==> config.mk <==
export PLATFORM = sky130hd
export DESIGN_NAME = nibble_array_collector
export DESIGN_NICKNAME = d
export VERILOG_FILES = /design/src/rtl/nibble_array_collector.sv
export SDC_FILE = /design/constraint.sdc
export NUM_CORES = 1
export LEC_CHECK = 0
export BUFFER_PORTS_ARGS = -buffer_cell sky130_fd_sc_hd__buf_2
export CAP_MARGIN = 20
export CELL_PAD_IN_SITES_DETAIL_PLACEMENT = 1
export CELL_PAD_IN_SITES_GLOBAL_PLACEMENT = 2
export CORE_MARGIN = 8
export CORE_UTILIZATION = 27
export CTS_BUF_LIST = sky130_fd_sc_hd__clkbuf_16
export DETAILED_ROUTE_END_ITERATION = 12
export PLACE_DENSITY_LB_ADDON = 0.1
export SLEW_MARGIN = 30
export SYNTH_ARGS = -nofsm -noshare
export SYNTH_HDL_FRONTEND = slang
export SYNTH_SLANG_ARGS = --single-unit
==> constraint.sdc <==
create_clock -name clk -period 2.31 [get_ports clk]
set_clock_uncertainty 0.2 [all_clocks]
set_input_delay 0.1155 -clock clk [delete_from_list [all_inputs] [get_ports clk]]
set_output_delay 0.1155 -clock clk [all_outputs]
set_load 0.005 [all_outputs]
==> src/rtl/nibble_array_collector.sv <==
// Collects N W-bit elements from a valid/ready stream into an unpacked frame
// and presents it downstream until consumed; supports abort and backpressure.
module nibble_array_collector #(
    parameter int W = 4,
    parameter int N = 5
) (
    input  logic                      clk,
    input  logic                      rst,
    input  logic                      in_valid,
    output logic                      in_ready,
    input  logic [W-1:0]              in_data,
    input  logic                      in_abort,
    output logic [W-1:0]              arr_out [N],
    output logic [N*W-1:0]            packed_out,
    output logic                      arr_valid,
    input  logic                      arr_ready,
    output logic [$clog2(N+1)-1:0]    fill_cnt,
    output logic [7:0]                frame_cnt
);
    localparam int CW = $clog2(N+1);
    localparam logic [0:0] FILL = 1'b0;
    localparam logic [0:0] HOLD = 1'b1;

    logic [0:0]    state;
    logic [CW-1:0] idx;
    logic          acc;
    logic          drn;

    // While holding a frame, a new element may only enter as the old one leaves.
    assign in_ready  = !rst && ((state == FILL) || arr_ready);
    assign arr_valid = (state == HOLD);
    assign acc       = in_valid && in_ready;
    assign drn       = arr_valid && arr_ready;
    assign fill_cnt  = (state == HOLD) ? CW'(N) : idx;

    always_comb begin
        packed_out = '0;
        for (int i = 0; i < N; i++) begin
            packed_out[i*W +: W] = arr_out[i];
        end
    end

    always_ff @(posedge clk) begin
        if (rst) begin
            state     <= FILL;
            idx       <= '0;
            frame_cnt <= '0;
            for (int i = 0; i < N; i++) begin
                arr_out[i] <= '0;
            end
        end else if (state == FILL) begin
            // Abort discards the partial frame and wins over a same-cycle accept.
            if (in_abort) begin
                idx <= '0;
            end else if (acc) begin
                arr_out[idx] <= in_data;
                if (idx == CW'(N-1)) begin
                    state <= HOLD;
                    idx   <= '0;
                end else begin
                    idx <= idx + 1'b1;
                end
            end
        end else if (drn) begin
            frame_cnt <= frame_cnt + 8'd1;
            state     <= FILL;
            if (acc) begin
                arr_out[0] <= in_data;
                idx        <= CW'(1);
            end else begin
                idx <= '0;
            end
        end
    end
endmodule

# ---- After elaboration in Yosys (flattened, before gate mapping)
# Index checks and enable logic that the tools add are counted.
dict set report classes {
  n_addsub 2
  n_mul 0
  div_mod_pow 0
  order_cmp 2
  eq_ne 3
  shifts 0
  mux 20
  bitwise_logic 3
  n_reduce_logical 11
}
# cell n
set op_table {}
lappend op_table {{$mux W20} 2}
lappend op_table {{$bwmux W20} 1}
lappend op_table {{$mux W3} 6}
lappend op_table {{$mux W4} 4}
lappend op_table {{$demux W4 S3} 1}
lappend op_table {{$add A8 B1 Y8 const B} 1}
lappend op_table {{$mux W1} 6}
lappend op_table {{$reduce_and A3 Y1} 2}
lappend op_table {{$ge A4 B4 Y1 const B} 1}
lappend op_table {{$logic_and A1 B1 Y1} 4}
lappend op_table {{$lt A4 B1 Y1 const B} 1}
lappend op_table {{$ne A2 B1 Y1 const B} 2}
lappend op_table {{$not A3 Y4} 1}
lappend op_table {{$reduce_and A2 Y1} 2}
lappend op_table {{$add A3 B1 Y3 const B} 1}
lappend op_table {{$eq A3 B3 Y1 const B} 1}
lappend op_table {{$reduce_bool A3 Y1} 1}
lappend op_table {{$not A1 Y1} 2}
lappend op_table {{$logic_not A1 Y1} 1}
lappend op_table {{$logic_or A1 B1 Y1} 1}
dict set report word_totals {
  reg_bits 32
  latch_bits 0
  ram_bits 0
  rom_bits 0
  inputBits 9
  mem_count 0
}

# ---- Logic depth before layout (Yosys ltp)
# Gate-level depths: netlist (run 1).
dict set report depth {
  ltp_word 9
  mapped_depth 6
  ltp_nobuf 5
}

# ---- Worst setup path after synthesis (run 1)
# No wires, ideal clock.
dict set report synth_path {
  path_kind {reg2reg}
  startpoint {reg state (netlist: arr_valid)}
  endpoint {reg arr_out[10] (netlist bit)}
  setup_time_ns 0.128
  t_arrival_ns 1.443
  required_time_ns 1.982
  path_slack_ns 0.539
  path_stages_with_launch 5
  path_buffers 0
  path_cell_list {dfxtp_1 > nor4b_4 > nor4b_4 > mux2i_1 > nor2_1}
}
dict set report synth_via {
  elab_chain_cells 5
}
# item line
set synth_rtl {}
lappend synth_rtl {{start: declaration} 24} ;# logic [0:0] state;
lappend synth_rtl {{start signal: assignment} 45} ;# state <= FILL;
lappend synth_rtl {{start signal: assignment} 58} ;# state <= HOLD;
lappend synth_rtl {{start signal: assignment} 66} ;# state <= FILL;
lappend synth_rtl {{$not A1 Y1 (no source line) *} --}
lappend synth_rtl {{$logic_or A1 B1 Y1} 30} ;# assign in_ready = !rst && ((state == FILL) || arr_ready);
lappend synth_rtl {{$logic_and A1 B1 Y1} 30}
lappend synth_rtl {{$logic_and A1 B1 Y1} 32} ;# assign acc = in_valid && in_ready;
lappend synth_rtl {{$reduce_and A3 Y1 (no source line) *} --}
lappend synth_rtl {{end signal: indexed assignment} 56} ;# arr_out[idx] <= in_data;
lappend synth_rtl {{end: declaration} 13} ;# output logic [W-1:0] arr_out [N],
# Every way passes the cells marked *; elsewhere a longest branch is shown, timed or not.
# A chain may end at the register's enable or synchronous reset.

# ---- Final worst setup path (run 1)
dict set report layout_path {
  startpoint {in in_valid}
  endpoint {reg arr_out[9] (netlist bit)}
}
dict set report layout_via {
  elab_chain_cells 2
}
# item line
set layout_rtl {}
lappend layout_rtl {{start: declaration} 9} ;# input logic in_valid,
lappend layout_rtl {{$logic_and A1 B1 Y1} 32}
lappend layout_rtl {{$reduce_and A3 Y1 (no source line)} --}
# No other way between the ends.

==> metrics.md, run 1 <==
| Metric | Value |
|---|---|
| Status | `complete, no violations` |
| Post-synth EDFFs | `0` |
| Area of the multi-input gates | `669 um2` |
| Worst min-delay path category | `input pin to register` |
| Vias per inst | `4.44` |
| Layout net count | `~220` |
| Grt ovf | `0` |
| Mapped Cells | `163` |
| Fill cells | `665` |
| Via count | `1,264` |
| Setup crit end kind | `register` |
| Clock transition at path regs | `about 0.06 ns` |
| Pin count of the biggest net entering global routing | `36` |
| Unrepaired setup endpoints after global routing | `false` |
| Main flop type after synthesis | `dfxtp_1` |
| TritonCTS Buffers | `5` |
| Non-filler cells, final | `285` |
| Final Total Pwr | `0.00136 W` |
| Crit-path max FO | `9` |
| Area delta synth->final | `29.8%` |
| # DRC | `0` |
| Starting density of the core | `27.7%` |
| CTS H-tree lvls | `2` |
| Number of global-route vias before repair | `approximately 1,400` |
| Layout cells sized above 1 | `34.3%` |
| Synth Warn # | `0` |
| Async set-or-reset flop fraction in the synthesized netlist | `0%` |
| Initial DRC count | `51` |
| Total GRT Usage | `around a tenth` |
| Routed length per instance | `14.7 um` |
| Hold_buf cts | `6` |
| I/O Pins | `62` |
| Mapped Nets | `175` |
| Period utilization | `86.7%` |
| Final WL | `4200 um` |
| Hold slack | `0.0342 ns` |
| Final hold vios | `0` |
| Row cnt | `27` |
| Fmax | `0.499 GHz` |
| MaxCap Viol Count | `0` |
| Final ANT Viol Nets | `0` |
| Worst slew pin tran | `0.474 ns` |
| Sink Count | `32` |
| Mapped Area | `1510 um2` |
| Die Height | `90.8 um` |
| Die Area | `8240 um2` |
| Yosys reg bits | `32` |
| Gpl congestion | `0.717` |
| First-pass GRT wire length | `between 7000 and 8000 um` |
| Leakage Power | `between 0.9 and 1 nW` |
| Final setup viols | `0` |
| Seq/Total Area, Yosys | `42.5%` |
| Worst setup path category | `input pin to register` |
| Yosys cell types | `28` |
| Max-slew headroom | `approximately two thirds` |
| Power Density | `between 600 and 700 nW/um2` |
| Clock Latency Late Sink | `0.27 ns` |
| Die width | `90.8 um` |
| Clk root buf | `clkbuf_16` |
| CTS resizes | `0` |
| Core Box Area | `about 5400 um2` |
| Max Root-Sink Buffers | `2` |
| First drt pass iteration count | `2` |
| Setup Total Neg Slack | `0 ns` |
| Post-placement cell count | `271` |
| Final Slew Violations | `0` |
| Initial antenna violation count | `0` |
| Critical Path RT | `2.26 ns` |
| Port Buffers | `61` |
| TritonCTS clock tree | `done` |
| Syn_area_per_cell | `9.26 um2` |
| Total area of sequential cells | `641 um2` |
| Post-DP HPWL | `3110 um` |
| Critical Path AT | `1.95 ns` |
| Post-layout minimum cycle time | `roughly 2 ns` |
| IR Drop Worst-Case VDD | `0.347 mV` |
| Post-CTS setup buffer count | `0` |
| # diodes | `0` |
| Setup crit start kind | `input pin` |
## worst max-delay path, cell delays in order
cell	delay [ns]
dlygate4sd3_1	0.51
buf_2	0.12
nor4b_4	0.41
nor4b_4	0.49
mux2i_1	0.24
nor2_1	0.05
## area by class of cell
cell class,instances,share of cell area [%]
clock buffers,5,6.39
clock inverters,3,1.92
inverters,4,0.767
multi-input cells,100,34.2
flip-flops and latches,32,32.7
well taps,72,4.60
repair buffers,69,19.4
## cells in the mapped netlist, drive strengths merged, types with 3 or more instances
library cell | number | area (um2)
a21oi | 6 | 30.0
xnor2 | 3 | 26.3
nand2 | 4 | 15.0
clkbuf | 6 | 22.5
nor2 | 33 | 124
buf | 21 | 161
inv | 4 | 15.0
ha | 3 | 37.5
mux2i | 20 | 200
nand3 | 5 | 25.0
dfxtp | 32 | 641
nor3 | 3 | 15.0
## cells in the final DEF (no fill, tap or decap), types with 2 or more instances in the layout
cell type and count:
nand4b_1 2, nand4_1 2, nand3_1 5, nor3_1 3, ha_1 3, a21oi_1 6, xnor2_1 3, clkinv_1 2
a22oi_1 2, dlygate4sd3_1 6, nand2_1 4, nor4b_4 2, nor2_1 33, xor2_1 2, or3_1 2, clkbuf_16 5
buf_2 61, mux2i_1 20, buf_4 2, or2_2 2, inv_1 4, o21ai_0 2, dfxtp_1 32
## state kept, by name (all words and copies together), names as in the netlist
| name | count |
|---|---|
| frame_cnt | 8 |
| arr_valid | 1 |
| idx | 3 |
| arr_out | 20 |
## routing by layer
metal	vias to the layer above	track usage, %	part of all wire (%)
li1	625	-	-
met1	600	12.5	45
met2	35	17.3	49
met3	4	3.49	5.4
met4	0	3.33	0.93
met5	-	0	0
## final timing paths
kind / cells after the start / to / slack (ns) / from
hold / removal: 4 / idx[2] / 0.03 / in_abort
setup / recovery: 6 / arr_out[9] / 0.31 / in_valid
setup reg to reg: 4 / arr_out[9] / 0.38 / arr_valid
hold reg to reg: 2 / frame_cnt[1] / 0.31 / frame_cnt[1]
## power by group
| group | leakage [nW] | switching [W] | internal (W) |
|---|---|---|---|
| Combinational | 0.656 | 0.0000342 | 0.0000279 |
| Sequential | 0.258 | 0.00000391 | 0.000556 |
| Clock | 0.0789 | 0.000233 | 0.000501 |
## per-stage QoR
step | worst slack [ns] | util, % | area (um2)
4_1_cts | 0.258 | 36.0 | 1960
6_report | 0.307 | 36.0 | 1960
2_1_floorplan | 0.539 | - | 1510
5_1_grt | 0.174 | 36.0 | 1960
3_5_place_dp | 0.319 | 31.9 | 1740
3_3_place_gp | 0.380 | 31.9 | 1740
## cell families after synthesis
logic type | Yosys count | share of synthesized area [%]
AOI/OAI and AO/OA | 14 | 5.80
xor gates and xnor gates | 5 | 2.90
adders and majority gates | 3 | 2.49
buffers and inverters | 31 | 13.2
DFF | 32 | 42.5
muxes | 20 | 13.3
and+or+nand+nor | 58 | 19.9
(Power assumes the default switching activity.)
==> run 2: changes to the inputs <==
==> constraint.sdc (replaced) <==
create_clock -name clk -period 2 [get_ports clk]
set_clock_uncertainty 0.2 [all_clocks]
set_input_delay 0.1 -clock clk [delete_from_list [all_inputs] [get_ports clk]]
set_output_delay 0.1 -clock clk [all_outputs]
set_load 0.005 [all_outputs]
==> metrics.md, run 2 (synthesized netlist as in run 1, its figures left out) <==
| Metric | Value |
|---|---|
| Max FFs per register | `20` |
| Via count | `1,279` |
| Routed length per instance | `15.2 um` |
| Layout net count | `226` |
| Final Slew Violations | `0` |
| Leakage Power | `1.00 nW` |
| Gpl congestion | `slightly below 0.8` |
| Clk root buf | `clkbuf_16` |
| Final setup viols | `0` |
| Status | `complete, no violations` |
| Grt ovf | `0` |
| Min-Delay Endpoint | `idx[2]` |
| Fmax | `0.555 GHz` |
| Row cnt | `27` |
| Final ANT Viol Nets | `0` |
| Crit-path max FO | `8` |
| Critical-path cell list | `dlygate4sd3_1 > buf_2 > nor4b_4 > buf_4 > nand4_1 > mux2i_1 > nor2_1` |
| Hold wc startpoint | `in_abort` |
| Critical Path RT | `approximately 2 ns` |
| Hold Path Depth | `4` |
| Setup crit start kind | `input pin` |
| Post-DP HPWL | `3420 um` |
| Die Area | `8240 um2` |
| Wire length on met3 | `213 um` |
| Die width | `90.8 um` |
| Clock Power Share | `53.9%` |
| First-pass GRT wire length | `7330 um` |
| Unrepaired setup endpoints after global routing | `false` |
| R2R Setup Slk | `about 0.27 ns` |
| Worst slew pin tran | `0.499 ns` |
| Final WL | `4370 um` |
| RR Endpoint | `arr_out[1]` |
| Initial antenna violation count | `0` |
| Met2 Wirelength | `~2300 um` |
| Pin count of the biggest net entering global routing | `22` |
| CP max-delay cell | `dlygate4sd3_1` |
| CTS H-tree lvls | `2` |
| Switch share | `between 10% and 20%` |
| Most common cell after layout, fill and taps aside | `buf_2` |
| Number of global-route vias before repair | `1,435` |
| MaxCap Viol Count | `0` |
| Setup crit end kind | `register` |
| # DRC | `0` |
| Core Box Area | `between 5000 and 6000 um2` |
| Sw power | `0.000311 W` |
| Top routing layer in use | `met4` |
| Vias per inst | `4.46` |
| Power Internal | `0.00125 W` |
| Combinational power share | `4.8%` |
| R2r worst-path depth | `5` |
| Max Root-Sink Buffers | `2` |
| Area delta synth->final | `30.8%` |
| Initial DRC count | `72` |
| CP max stage delay | `around 0.52 ns` |
| Worst Slack Setup Final | `0.200 ns` |
| Commonest cells after routing, fill and taps aside | `buf_2, nor2_1, dfxtp_1, mux2i_1` |
| Sink Count | `32` |
| Setup Total Neg Slack | `0 ns` |
| Period utilization | `90.0%` |
| CTS resizes | `0` |
| Port Buffers | `61` |
| Critical path's top delay family | `buffers and inverters` |
| First drt pass iteration count | `4` |
| Largest registers | `arr_out (20), frame_cnt (8), idx (3)` |
| Top reg by flops | `arr_out` |
| Clock transition at path regs | `~0.050 ns` |
| Post-Place Setup Slack | `0.249 ns` |
| Final hold vios | `0` |
| Post-Route M1 WL | `1840 um` |
| TritonCTS Buffers | `5` |
| Power Density | `794 nW/um2` |
| Total GRT Usage | `11.1%` |
| Worst min-delay path category | `input pin to register` |
| Reg power frac | `41.3%` |
| Max-slew headroom | `66.6%` |
| Die Height | `90.8 um` |
| Layout cells sized above 1 | `between 30% and 40%` |
| Critical Path AT | `1.75 ns` |
| Clock Latency Late Sink | `0.27 ns` |
| Buffers and inverters on the worst path | `3` |
| I/O Pins | `just over 60` |
| TritonCTS clock tree | `done` |
| Worst setup path category | `input pin to register` |
| Post-layout minimum cycle time | `roughly 1.8 ns` |
| Starting density of the core | `27.7%` |
| IR Drop Worst-Case VDD | `0.314 mV` |
| Reg2reg start | `arr_valid` |
| # diodes | `0` |
-- run 2: final cells by class --
type,instances,area [um2]
inverters,4,15.0
repair buffers,71,395
fillers,650,3470
clock inverters,3,37.5
clock buffers,5,125
multi-input cells,100,669
flip-flops and latches,32,641
well taps,72,90.1
-- run 2: power groups by stage --
stage,registers (W),clock network (W),logic [W]
after floorplan,0.000658,0,0.0000380
after global placement,0.000660,0,0.0000676
after detailed placement,0.000660,0,0.0000682
after CTS,0.000646,0.000875,0.0000772
after global routing,0.000647,0.000908,0.0000835
final,0.000647,0.000844,0.0000750
-- run 2: how the worst max path moves through the flow --
stage	start	endpoint	slack, ns	depth (start not counted)
2_1_floorplan	arr_valid	arr_out[10]	0.23	4
3_3_place_gp	arr_valid	arr_out[9]	0.28	4
3_5_place_dp	arr_valid	arr_out[10]	0.25	4
4_1_cts	in_valid	arr_out[10]	0.18	6
5_1_grt	in_valid	arr_out[0]	0.03	7
6_report	in_valid	arr_out[1]	0.20	7
-- run 2: worst reg2reg max path, cell delays in order, from the launching register on --
cell	delay, ns
dfxtp_1	0.33
nor4b_4	0.30
buf_4	0.20
nand4_1	0.29
mux2i_1	0.24
nor2_1	0.06
-- run 2: routing by layer --
metal | up-vias | global-route usage [%]
li1 | 629 | -
met1 | 608 | 12.2
met2 | 37 | 19.4
met3 | 5 | 3.24
met4 | 0 | 4.58
met5 | - | 0
-- run 2: repair_timing --
item	CTS	global route
hold endpoints to repair	22	0
hold buffers	6	0
buffers inserted	0	0
-- run 2: stage by stage --
step | util (%) | power [W] | area [um2] | cells | hold slack [ns]
final | 36.3 | 0.00157 | 1970 | 287 | 0.0252
after global routing | 36.3 | 0.00164 | 1970 | 287 | 0.0636
after CTS | 36.3 | 0.00160 | 1970 | 287 | 0.0232
after detailed placement | 32.2 | 0.000728 | 1750 | 273 | 0.232
after global placement | 32.2 | 0.000728 | 1750 | 273 | 0.213
after floorplan | - | 0.000696 | 1510 | 163 | 0.0439
